$ cat src/rtl/count_checker_evt_fifo.sv
// Synchronous FIFO with pointers one bit wider than the address, so full and empty are
// told apart by the extra MSB. A push into a full FIFO only lands if a pop frees a slot.
module evt_fifo #(
  parameter int WIDTH = 10,
  parameter int DEPTH = 4
) (
  input  logic             clk,
  input  logic             reset,
  input  logic             push,
  input  logic [WIDTH-1:0] data_in,
  output logic             full,
  input  logic             pop,
  output logic [WIDTH-1:0] data_out,
  output logic             empty
);

  localparam int AW = $clog2(DEPTH);
  localparam logic [AW:0] PTR_ONE = 1;

  logic [AW:0]      wr_ptr_q, wr_ptr_d;
  logic [AW:0]      rd_ptr_q, rd_ptr_d;
  logic [WIDTH-1:0] mem_q [DEPTH];
  logic             push_eff;
  logic             pop_eff;

  assign empty    = (wr_ptr_q == rd_ptr_q);
  assign full     = (wr_ptr_q[AW] != rd_ptr_q[AW]) &&
                    (wr_ptr_q[AW-1:0] == rd_ptr_q[AW-1:0]);
  assign pop_eff  = pop && !empty;
  assign push_eff = push && (!full || pop_eff);

  // Head is forced to zero while empty so stale storage never shows on the port.
  assign data_out = empty ? '0 : mem_q[rd_ptr_q[AW-1:0]];

  always_comb begin
    wr_ptr_d = wr_ptr_q;
    rd_ptr_d = rd_ptr_q;
    if (push_eff) wr_ptr_d = wr_ptr_q + PTR_ONE;
    if (pop_eff)  rd_ptr_d = rd_ptr_q + PTR_ONE;
  end

  always_ff @(posedge clk) begin
    if (reset) begin
      wr_ptr_q <= '0;
      rd_ptr_q <= '0;
    end else begin
      wr_ptr_q <= wr_ptr_d;
      rd_ptr_q <= rd_ptr_d;
    end
  end

  // NOTE: the storage array has no reset; only the pointers decide what is valid, and
  // leaving the array unreset lets it map onto plain register/RAM cells.
  always_ff @(posedge clk) begin
    if (push_eff) mem_q[wr_ptr_q[AW-1:0]] <= data_in;
  end

endmodule : evt_fifo

$ cat config.mk
export PLATFORM = sky130hd
export DESIGN_NAME = evt_fifo
export DESIGN_NICKNAME = d
export VERILOG_FILES = /design/src/rtl/count_checker_evt_fifo.sv
export SDC_FILE = /design/constraint.sdc
export NUM_CORES = 1
export LEC_CHECK = 0
export ABC_AREA = 1
export CAP_MARGIN = 0
export CORE_MARGIN = 3
export CORE_UTILIZATION = 25
export CTS_CLUSTER_SIZE = 24
export DETAILED_ROUTE_END_ITERATION = 7
export MAX_ROUTING_LAYER = met4
export SETUP_SLACK_MARGIN = 0.15
export SYNTH_ARGS = -nofsm -noshare
export SYNTH_HDL_FRONTEND = slang
export SYNTH_SLANG_ARGS = --single-unit
$ cat constraint.sdc
create_clock -name clk -period 2.9 [get_ports clk]
set_input_delay 0.58 -clock clk [delete_from_list [all_inputs] [get_ports clk]]
set_output_delay 0.58 -clock clk [all_outputs]
set_load 0.005 [all_outputs]
==> impl_metrics.tcl <==
set metrics [dict create \
    final_nets 232 \
    hold_start "wr_ptr_q[2]$_SDFFE_PP0P_" \
    cts_setup_buffers 0 \
    place_congestion 0.738 \
    wl_mm 3.83 \
    first_pass_iters 4 \
    ys_ff_latch 48 \
    pwr-share-seq_pct 53.2 \
    die-area_mm2 0.00927 \
    drc 0 \
    critical_path_class "reg2out" \
    final-max-slew-violation-count 0 \
    worst_pin_slew_ns 0.410 \
    overflow 0 \
    power_leakage_nw 0.959 \
    die_h_um 96.3 \
    fmax_ghz 0.385 \
    core_mm2 0.00781 \
    r2r_cells 7 \
    rows 32 \
    htreeDepth 2 \
    first_global_vias 1267 \
    start_kind "flop" \
    p_sw_share_pct 27.5 \
    p_sw_mw 0.428 \
    setup_violations 0 \
    clock_latency_ns 0.30 \
    ys_seq_area_share_pct 66.8 \
    gr-usage-met2_pct 14.4 \
    skew_ns 0.00576 \
    mappedNetlistArea_mm2 0.00204 \
    pwr-share-clk_pct 24.7 \
    antenna_cells 0 \
    start_util_pct 26.1 \
    viasPerCell 4.15 \
    drtIter0Drc 109 \
    place_area_mm2 0.00241 \
    slowest_stage "clkdlybuf4s50_1" \
    drt-wirelength-per-cell_um 12.1 \
    fin_crit_ns 2.59 \
    clkTransAtPathRegs_ns 0.08 \
    layout.cells.non_filler 316 \
    grt.busiest_layer "met2" \
    rsz0062_at_grt "no" \
    rrSetupSlack_ns 1.34 \
    synth-warning-count 0 \
    hold_viol 0 \
    cts_tree "built" \
    antenna_found_initial 0 \
    reg2reg_to "mem_q[1][9]$_DFFE_PP_" \
    port_buffers 25 \
    status "finished, final reports clean" \
    syn_inst 184 \
    grt_start_max_net_pins 22 \
    syn_to_final_growth_pct 22.8 \
    yosysUniqueCellTypes 21 \
    grt_use_met3_pct 3.21 \
    num_vias 1311 \
    min_to "wr_ptr_q[2]$_SDFFE_PP0P_" \
    cp.buffers_inverters 3 \
    fin_crit_sh_pct 89.5 \
    grt_use_total_pct 9.33 \
    worstReg2RegStart "wr_ptr_q[1]$_SDFFE_PP0P_" \
    yosys-top-cells-area "edfxtp_1, dfxtp_1, nor2_1" \
    grt_first_pass_wirelength_mm 6.26 \
    slew_headroom_pct 72.7 \
    postLayoutCoreUtil_pct 32.1 \
    ir_worst_vdd_v 0.000204 \
    cts_buffers 5 \
    hold_class "reg2reg" \
    crit_family "buffers and inverters" \
    cp.required_ns 2.32 \
    antenna_left 0 \
    power_mw 1.56 \
    critPathMaxFanout 21 \
    clockBufferDepth 2 \
    tns_ns 0 \
    cts_resized 1 \
    design_area_mm2 0.00250 \
    place_inst 308 \
    cts_root_buf "clkbuf_8" \
    pin_count 26 \
    yosysTopAreaCellShare_pct 58.9 \
    syn-num-nets 203 \
    hold_depth 2 \
    comb_power_share_pct 22.1 \
    path_cells "inv_4 -> nor2_1 -> o32ai_1 -> nand2_1 -> inv_1 -> clkdlybuf4s50_1" \
    power.density_mw_per_mm2 622 \
    cp_slowest_stage_delay_ns 0.50 \
    drv_cap 0 \
    worst-endpoint-arrival_ns 2.01 \
    grtUsageMet1_pct 11.6 \
    end_kind "primary output" \
    die-width_um 96.3 \
    cts_hold_repair.buffers 0 \
    intPower_mw 1.13 \
    dp_hpwl_mm 2.53 \
    synth_area_leader_cell "edfxtp_1" \
    avgSynthCellArea_um2 11.1 \
    clock-sinks 48 \
    drive_above_1_share_pct 9.81 \
]
[area by class of cell]
class,count,area [um^2]
tap,102,128
inverter,25,96.3
fill,809,5300
clock buffer,6,72.6
multi-input combinational,104,551
timing repair buffer,29,280
clock inverter,2,12.5
sequential,48,1360
[power groups by stage]
stage          clock, mW  combinational [mW]  sequential (mW)
4_1_cts            0.394               0.351            0.826
6_report           0.384               0.344            0.827
3_3_place_gp           0               0.346            0.839
5_1_grt            0.426               0.389            0.836
3_5_place_dp           0               0.349            0.842
2_1_floorplan          0               0.210            0.812
[cells by family (layout without fill, tap and decap cells)]
family / Yosys count / count (layout) / share of synthesized area (%)
AND/OR/NAND/NOR: 71 / 71 / 14.3
flip-flops: 48 / 48 / 66.8
buffers and inverters: 32 / 62 / 6.20
AO/OA/AOI/OAI: 25 / 25 / 7.98
adder cells (fa/ha/maj): 5 / 5 / 3.07
XOR/XNOR: 3 / 3 / 1.66
[synthesized netlist by cell type]
cell type	instances
nand3_1	4
nor2_1	40
nand3_2	1
ha_1	5
nand2_1	23
clkbuf_1	4
clkinv_1	1
buf_2	2
inv_1	21
dfxtp_1	8
xnor2_2	1
a21oi_1	4
nand4_2	1
inv_2	3
edfxtp_1	40
o21ai_0	10
o21ai_1	1
buf_4	1
xor2_1	2
nand2_2	2
o32ai_1	10
[through the flow]
stage          worst slack [ns]  hold slack, ns
2_1_floorplan              1.25           0.470
3_3_place_gp              0.432           0.495
3_5_place_dp              0.365           0.507
4_1_cts                   0.217           0.520
5_1_grt                   0.157           0.574
6_report                  0.305           0.519
[layer usage]
layer  share of wire [%]  up-vias
met5                   0        -
met4                0.70        0
met3                 4.6        4
met2                  46       27
met1                  48      605
li1                    -      675
[cells in the final DEF, fill, tap and decap left out, types with 5 or more instances in the layout]
cell type / synthesis / routed
edfxtp_1: 40 / 40
ha_1: 5 / 5
clkdlybuf4s50_1: 0 / 25
o21ai_0: 10 / 10
nor2_1: 40 / 40
dfxtp_1: 8 / 6
clkbuf_8: 0 / 5
o32ai_1: 10 / 10
nand2_1: 23 / 23
inv_1: 21 / 21
[worst reg2reg max path, delay by kind of cell (launching register included)]
family	cells	cell delay [ns]
AND/OR/NAND/NOR	5	0.53
buffers and inverters	2	0.32
flip-flops	1	0.41
[registers in the layout, summed over array words and instances, names as in the netlist, named ones only]
name	flops
rd_ptr_q	3
wr_ptr_q	3
mem_q	40
[worst max-delay path by stage]
stage	from	end	slack (ns)	depth (start not counted)
after floorplan	pop	mem_q[0][0]$_DFFE_PP_	1.25	4
after global placement	flop	data_out[5]	0.43	6
after detailed placement	flop	data_out[5]	0.36	6
after CTS	flop	data_out[5]	0.22	6
after global routing	rd_ptr_q[2]$_SDFFE_PP0P_	data_out[7]	0.16	8
final	flop	data_out[5]	0.31	6
(Power assumes the default switching activity.)
==> RTL change 1: new RTL, config.mk and constraints unchanged <==
Reset style: asynchronous (`reset`), changed in one clocked block.
--- a/src/rtl/count_checker_evt_fifo.sv
+++ b/src/rtl/count_checker_evt_fifo.sv
@@ -39,7 +39,7 @@
     if (pop_eff)  rd_ptr_d = rd_ptr_q + PTR_ONE;
   end
 
-  always_ff @(posedge clk) begin
+  always_ff @(posedge clk or posedge reset) begin
     if (reset) begin
       wr_ptr_q <= '0;
       rd_ptr_q <= '0;
Function: differs if reset is asserted again (counterexample within 4 cycles, from zero or initial values and one cycle with reset high); with reset held inactive, the same outputs for 10 cycles.
==> RTL change 1 against the unedited design <==
Utilization is 0.096 points higher. Sequential cell count shrank 2. Non-clock buffer count up 3. Via count grew 2.7%. Synthesized area down 0.74%. Setup slack better by 0.086 ns. Design area grew 0.30%. Wire length increased by 0.76%. Clock skew is essentially flat. Register-to-register slack worse by 0.06 ns.
Power is not compared: it rests on default switching activity, and its combinational part moved more than twofold at a synthesized area within 25%.
==> RTL change 1: results (changes against the unedited design) <==
Status: finished clean
Initial antenna violation count: 0 (unchanged)
Vias in the first global route: 1196 (-5.6%)
Largest register FFs: 40 (unchanged)
Unique masters post-synth: 19 (-9.5%)
Initial DRC count: 76 (-30%)
Post-synth EDFFs: 40 (unchanged)
Root buffer cell: clkbuf_8
Clk_lat worst skew: 0.29 ns
Layout cells sized above 1: 0.0860 (-0.0122)
Worst path top cell family by delay: buffers and inverters
Dpl hpwl: 2480 um (-2.0%)
Total Wirelength: 3860 um (+0.76%)
Clock Path Buffers: 2 (unchanged)
Synth Area in Compound Gates: 0.0742 (-0.00559)
Post-synth top flop: edfxtp_1
Port Buf Inserts: 25 (unchanged)
Relative slew slack: 0.828 (+0.101)
Crit-path max cell delay: 0.43 ns (-0.07 ns)
Pleak: 1.01 nW
Largest net degree at the start of global routing: 23 (+4.5%)
Synth cell count leaders: edfxtp_1 (40), nor2_1 (35), nand2_1 (30), inv_1 (22), o21ai_0 (21)
Adder-cell share of the synthesized area: 0.0309 (+0.000228)
First-pass GRT wire length: 5960 um (-4.7%)
Ys async rst share: 0.130 (+0.130)
CTS buffer count: 5 (unchanged)
Dominant cells by area after synthesis: edfxtp_1 (59%), dfrtp_1 (7.4%), nor2_1 (6.5%)
Worst Setup Slack post-DPL: 0.543 ns (+0.178 ns)
Hold Path Class: in2async
Final Net Count: 239 (+3.0%)
Crit path max fanout: 15 (-29%)
Crit start category: flip-flop
Worst r2r src: wr_ptr_q[0]
Post-synthesis mux area share: 0 (unchanged)
Seq/Total Area, Yosys: 0.668 (about the same)
TritonRoute pass-1 iters: 4 (unchanged)
Total number of vias: 1347 (+2.7%)
GRT Overall Usage: 0.0899 (-0.00340)
Fill cells: 808 (-0.12%)
Worst VDD drop: 0.000318 V
Slowest stage cell, crit path: dfrtp_1
Post-Synth XOR/XNOR Area: 0.0167 (+0.000123)
Worst Skew: 0.00545 ns (-0.000306 ns)
Crit path DAT: 1.93 ns (-0.08 ns)
RD Place Congestion: 0.728 (-1.4%)
Resized cells post-CTS: 0 (-1)
Syn Nets: 207 (+2.0%)
H-Tree Depth: 2 (unchanged)
Max-capacitance violation count: 0 (unchanged)
-- RTL change 1: cells by family (layout without fill, tap and decap cells) --
group                    Yosys count  in the layout
adder cells (fa/ha/maj)            5              5
AO/OA/AOI/OAI                     30             30
XOR/XNOR                           3              3
flip-flops                        46             46
AND/OR/NAND/NOR                   74             74
buffers and inverters             30             63
-- RTL change 1: where the power goes --
part | leakage, nW | internal (mW) | switching, mW | total [mW]
sequential | 0.441 | 0.878 | 0.0687 | 0.946
combinational | 0.528 | 0.541 | 0.642 | 1.18
clock | 0.0452 | 0.170 | 0.207 | 0.377
-- RTL change 1: final timing paths --
| path | to | slack [ns] |
|---|---|---|
| setup / recovery | data_out[4] | 0.39 |
| setup reg to reg | mem_q[3][7] | 1.28 |
| hold reg to reg | wr_ptr_q[2] | 0.55 |
| hold / removal | wr_ptr_q[2] | 0.51 |
| min in group clk | wr_ptr_q[2] | 0.55 |
| max in group asynchronous | rd_ptr_q[1] | 2.18 |
-- RTL change 1: cell type report --
class,instances,share of cell area
clock buffers,6,0.0289
clock inverters,2,0.00548
inverters,23,0.0344
multi-input cells,112,0.222
flip-flops and latches,46,0.538
well taps,102,0.0508
repair buffers,32,0.121
-- RTL change 1: metal layers --
| layer | global-route usage | share of wire |
|---|---|---|
| met1 | 0.113 | 0.48 |
| met4 | 0.0320 | 0.010 |
| met5 | - | 0 |
| met2 | 0.141 | 0.46 |
| met3 | 0.0235 | 0.044 |
-- RTL change 1: through the flow --
stage	power [mW]	utilization	cells	cell area, sq um
finish	2.51	0.322	323	2510
global route	2.73	0.322	323	2510
CTS	2.53	0.321	323	2500
detailed placement	2.15	0.310	315	2420
global placement	2.13	0.310	315	2420
floorplan	1.63	-	188	2020
==> RTL change 2: new RTL, same settings <==
Without the edit above. The parameter `DEPTH` goes from 4 to 2.
--- a/src/rtl/count_checker_evt_fifo.sv
+++ b/src/rtl/count_checker_evt_fifo.sv
@@ -2,7 +2,7 @@
 // told apart by the extra MSB. A push into a full FIFO only lands if a pop frees a slot.
 module evt_fifo #(
   parameter int WIDTH = 10,
-  parameter int DEPTH = 4
+  parameter int DEPTH = 2
 ) (
   input  logic             clk,
   input  logic             reset,
Check against the original RTL: not equivalent (Yosys sat finds a counterexample within 4 cycles, from zero or initial values and one cycle with reset high).
==> RTL change 2 against the unedited design <==
Synthesized area is 47% lower. Worst hold slack better by 0.017 ns. Synthesized cell count is 46% lower. Setup slack better by 0.16 ns. Clock skew is 0.0017 ns lower. Wire length is 46% lower. Sequential cell count is 23 lower. Design area is 43% lower. Total power is 48% lower. Critical path type unchanged. Highest routed layer is now met3.
==> RTL change 2: results (changes against the unedited design) <==
Ys async rst share: 0 (unchanged)
Crit path max fanout: 11 (-48%)
R2R Path End: mem_q[1][6]
Layout cells sized above 1: 0.173 (+0.0751)
Crit start category: flip-flop
Adder-cell share of the synthesized area: 0 (-0.0307)
Vias/cell: 4.19 (+1.0%)
FF+latch area: 701 sq um (-49%)
Fin crit period: 2.43 ns (-0.160 ns)
Nonclk buf count: 26 (-10%)
Clk_lat worst skew: 0.26 ns (-0.04 ns)
Inverters: 10 (-60%)
Sequential power share: 0.525 (-0.007)
Worst R2R Path Depth: 6 (-1)
Fill cells: 415 (-49%)
GRT Overall Usage: 0.0914 (-0.00195)
Comb_multi_in: 62 (-40%)
Post-synth EDFFs: 20 (-50%)
Unique masters post-synth: 16 (-24%)
First-pass GRT wire length: 3530 um (-44%)
Hold path start: rd_ptr_q[1]
Seq/Total Area, Yosys: 0.650 (-0.0175)
Pleak: 0.529 nW (-45%)
Hold Path End: rd_ptr_q[1]
Worst r2r src: rd_ptr_q[0]
Comb pwr: 0.191 mW (-44%)
Largest register FFs: 20 (-50%)
Dominant cells by area after synthesis: edfxtp_1 (56%), nand2_1 (11%), dfxtp_1 (9.3%)
Largest net degree at the start of global routing: 15 (-32%)
Initial DRC count: 9 (-92%)
Vias in the first global route: 762 (-40%)
Crit-path max cell delay: 0.55 ns (+0.05 ns)
Synth cell count leaders: nand2_1 (33), edfxtp_1 (20), a21oi_2 (9), a21oi_1 (7), inv_1 (7)
Post-Synth XOR/XNOR Area: 0.00813 (-0.00844)
TritonRoute pass-1 iters: 2 (-2)
RD Place Congestion: 0.702 (-5.0%)
Syn Nets: 113 (-44%)
Worst Skew: 0.00409 ns (-0.00166 ns)
Multi-input gate area: 324 sq um (-41%)
R2R setup slack: 1.43 ns (+0.09 ns)
Synth Register Bits: 25 (-48%)
CTS buffer count: 3 (-2)
Total Wirelength: 2070 um (-46%)
Crit path capture: data_out[8]
Post-synth top flop: edfxtp_1
Final Net Count: 142 (-39%)
Final Instance Area: 0.00143 sq mm (-43%)
Actual slew at the worst max-slew pin: 0.385 ns (-0.0247 ns)
Dpl hpwl: 1620 um (-36%)
Synth Area in Compound Gates: 0.106 (+0.0259)
NetSw: 0.211 mW (-51%)
Slowest stage cell, crit path: dfxtp_1
Clock network area share: 0.0324 (-0.00158)
Status: finished clean
Worst VDD drop: 0.000276 V (+35%)
Signal buf overhead: 0.180 (+0.0684)
Worst Setup Slack post-DPL: 0.687 ns (+0.322 ns)
Port Buf Inserts: 25 (unchanged)
Resized cells post-CTS: 0 (-1)
-- RTL change 2: metrics by stage --
stage | utilization | instances | hold WS (ns)
after floorplan | - | 99 | 0.492
after detailed placement | 0.338 | 173 | 0.527
final | 0.350 | 177 | 0.536
after global routing | 0.350 | 177 | 0.597
after global placement | 0.338 | 173 | 0.517
after CTS | 0.350 | 177 | 0.537
-- RTL change 2: routing by layer --
metal / global-route usage / wire, um / vias to the layer above / part of all wire
met2: 0.158 / 1130 / 16 / 0.55
met5: - / 0 / - / 0
met3: 0.0168 / 86 / 0 / 0.042
li1: - / - / 384 / -
met4: 0.0313 / 0 / 0 / 0
met1: 0.106 / 852 / 342 / 0.41
-- RTL change 2: worst reg2reg max path, stage by stage, from the launching register on --
cell     delay, ns
dfxtp_1       0.40
inv_1         0.08
nand2_2       0.09
nand2_4       0.07
nand3_2       0.13
nand2_2       0.07
inv_1         0.30
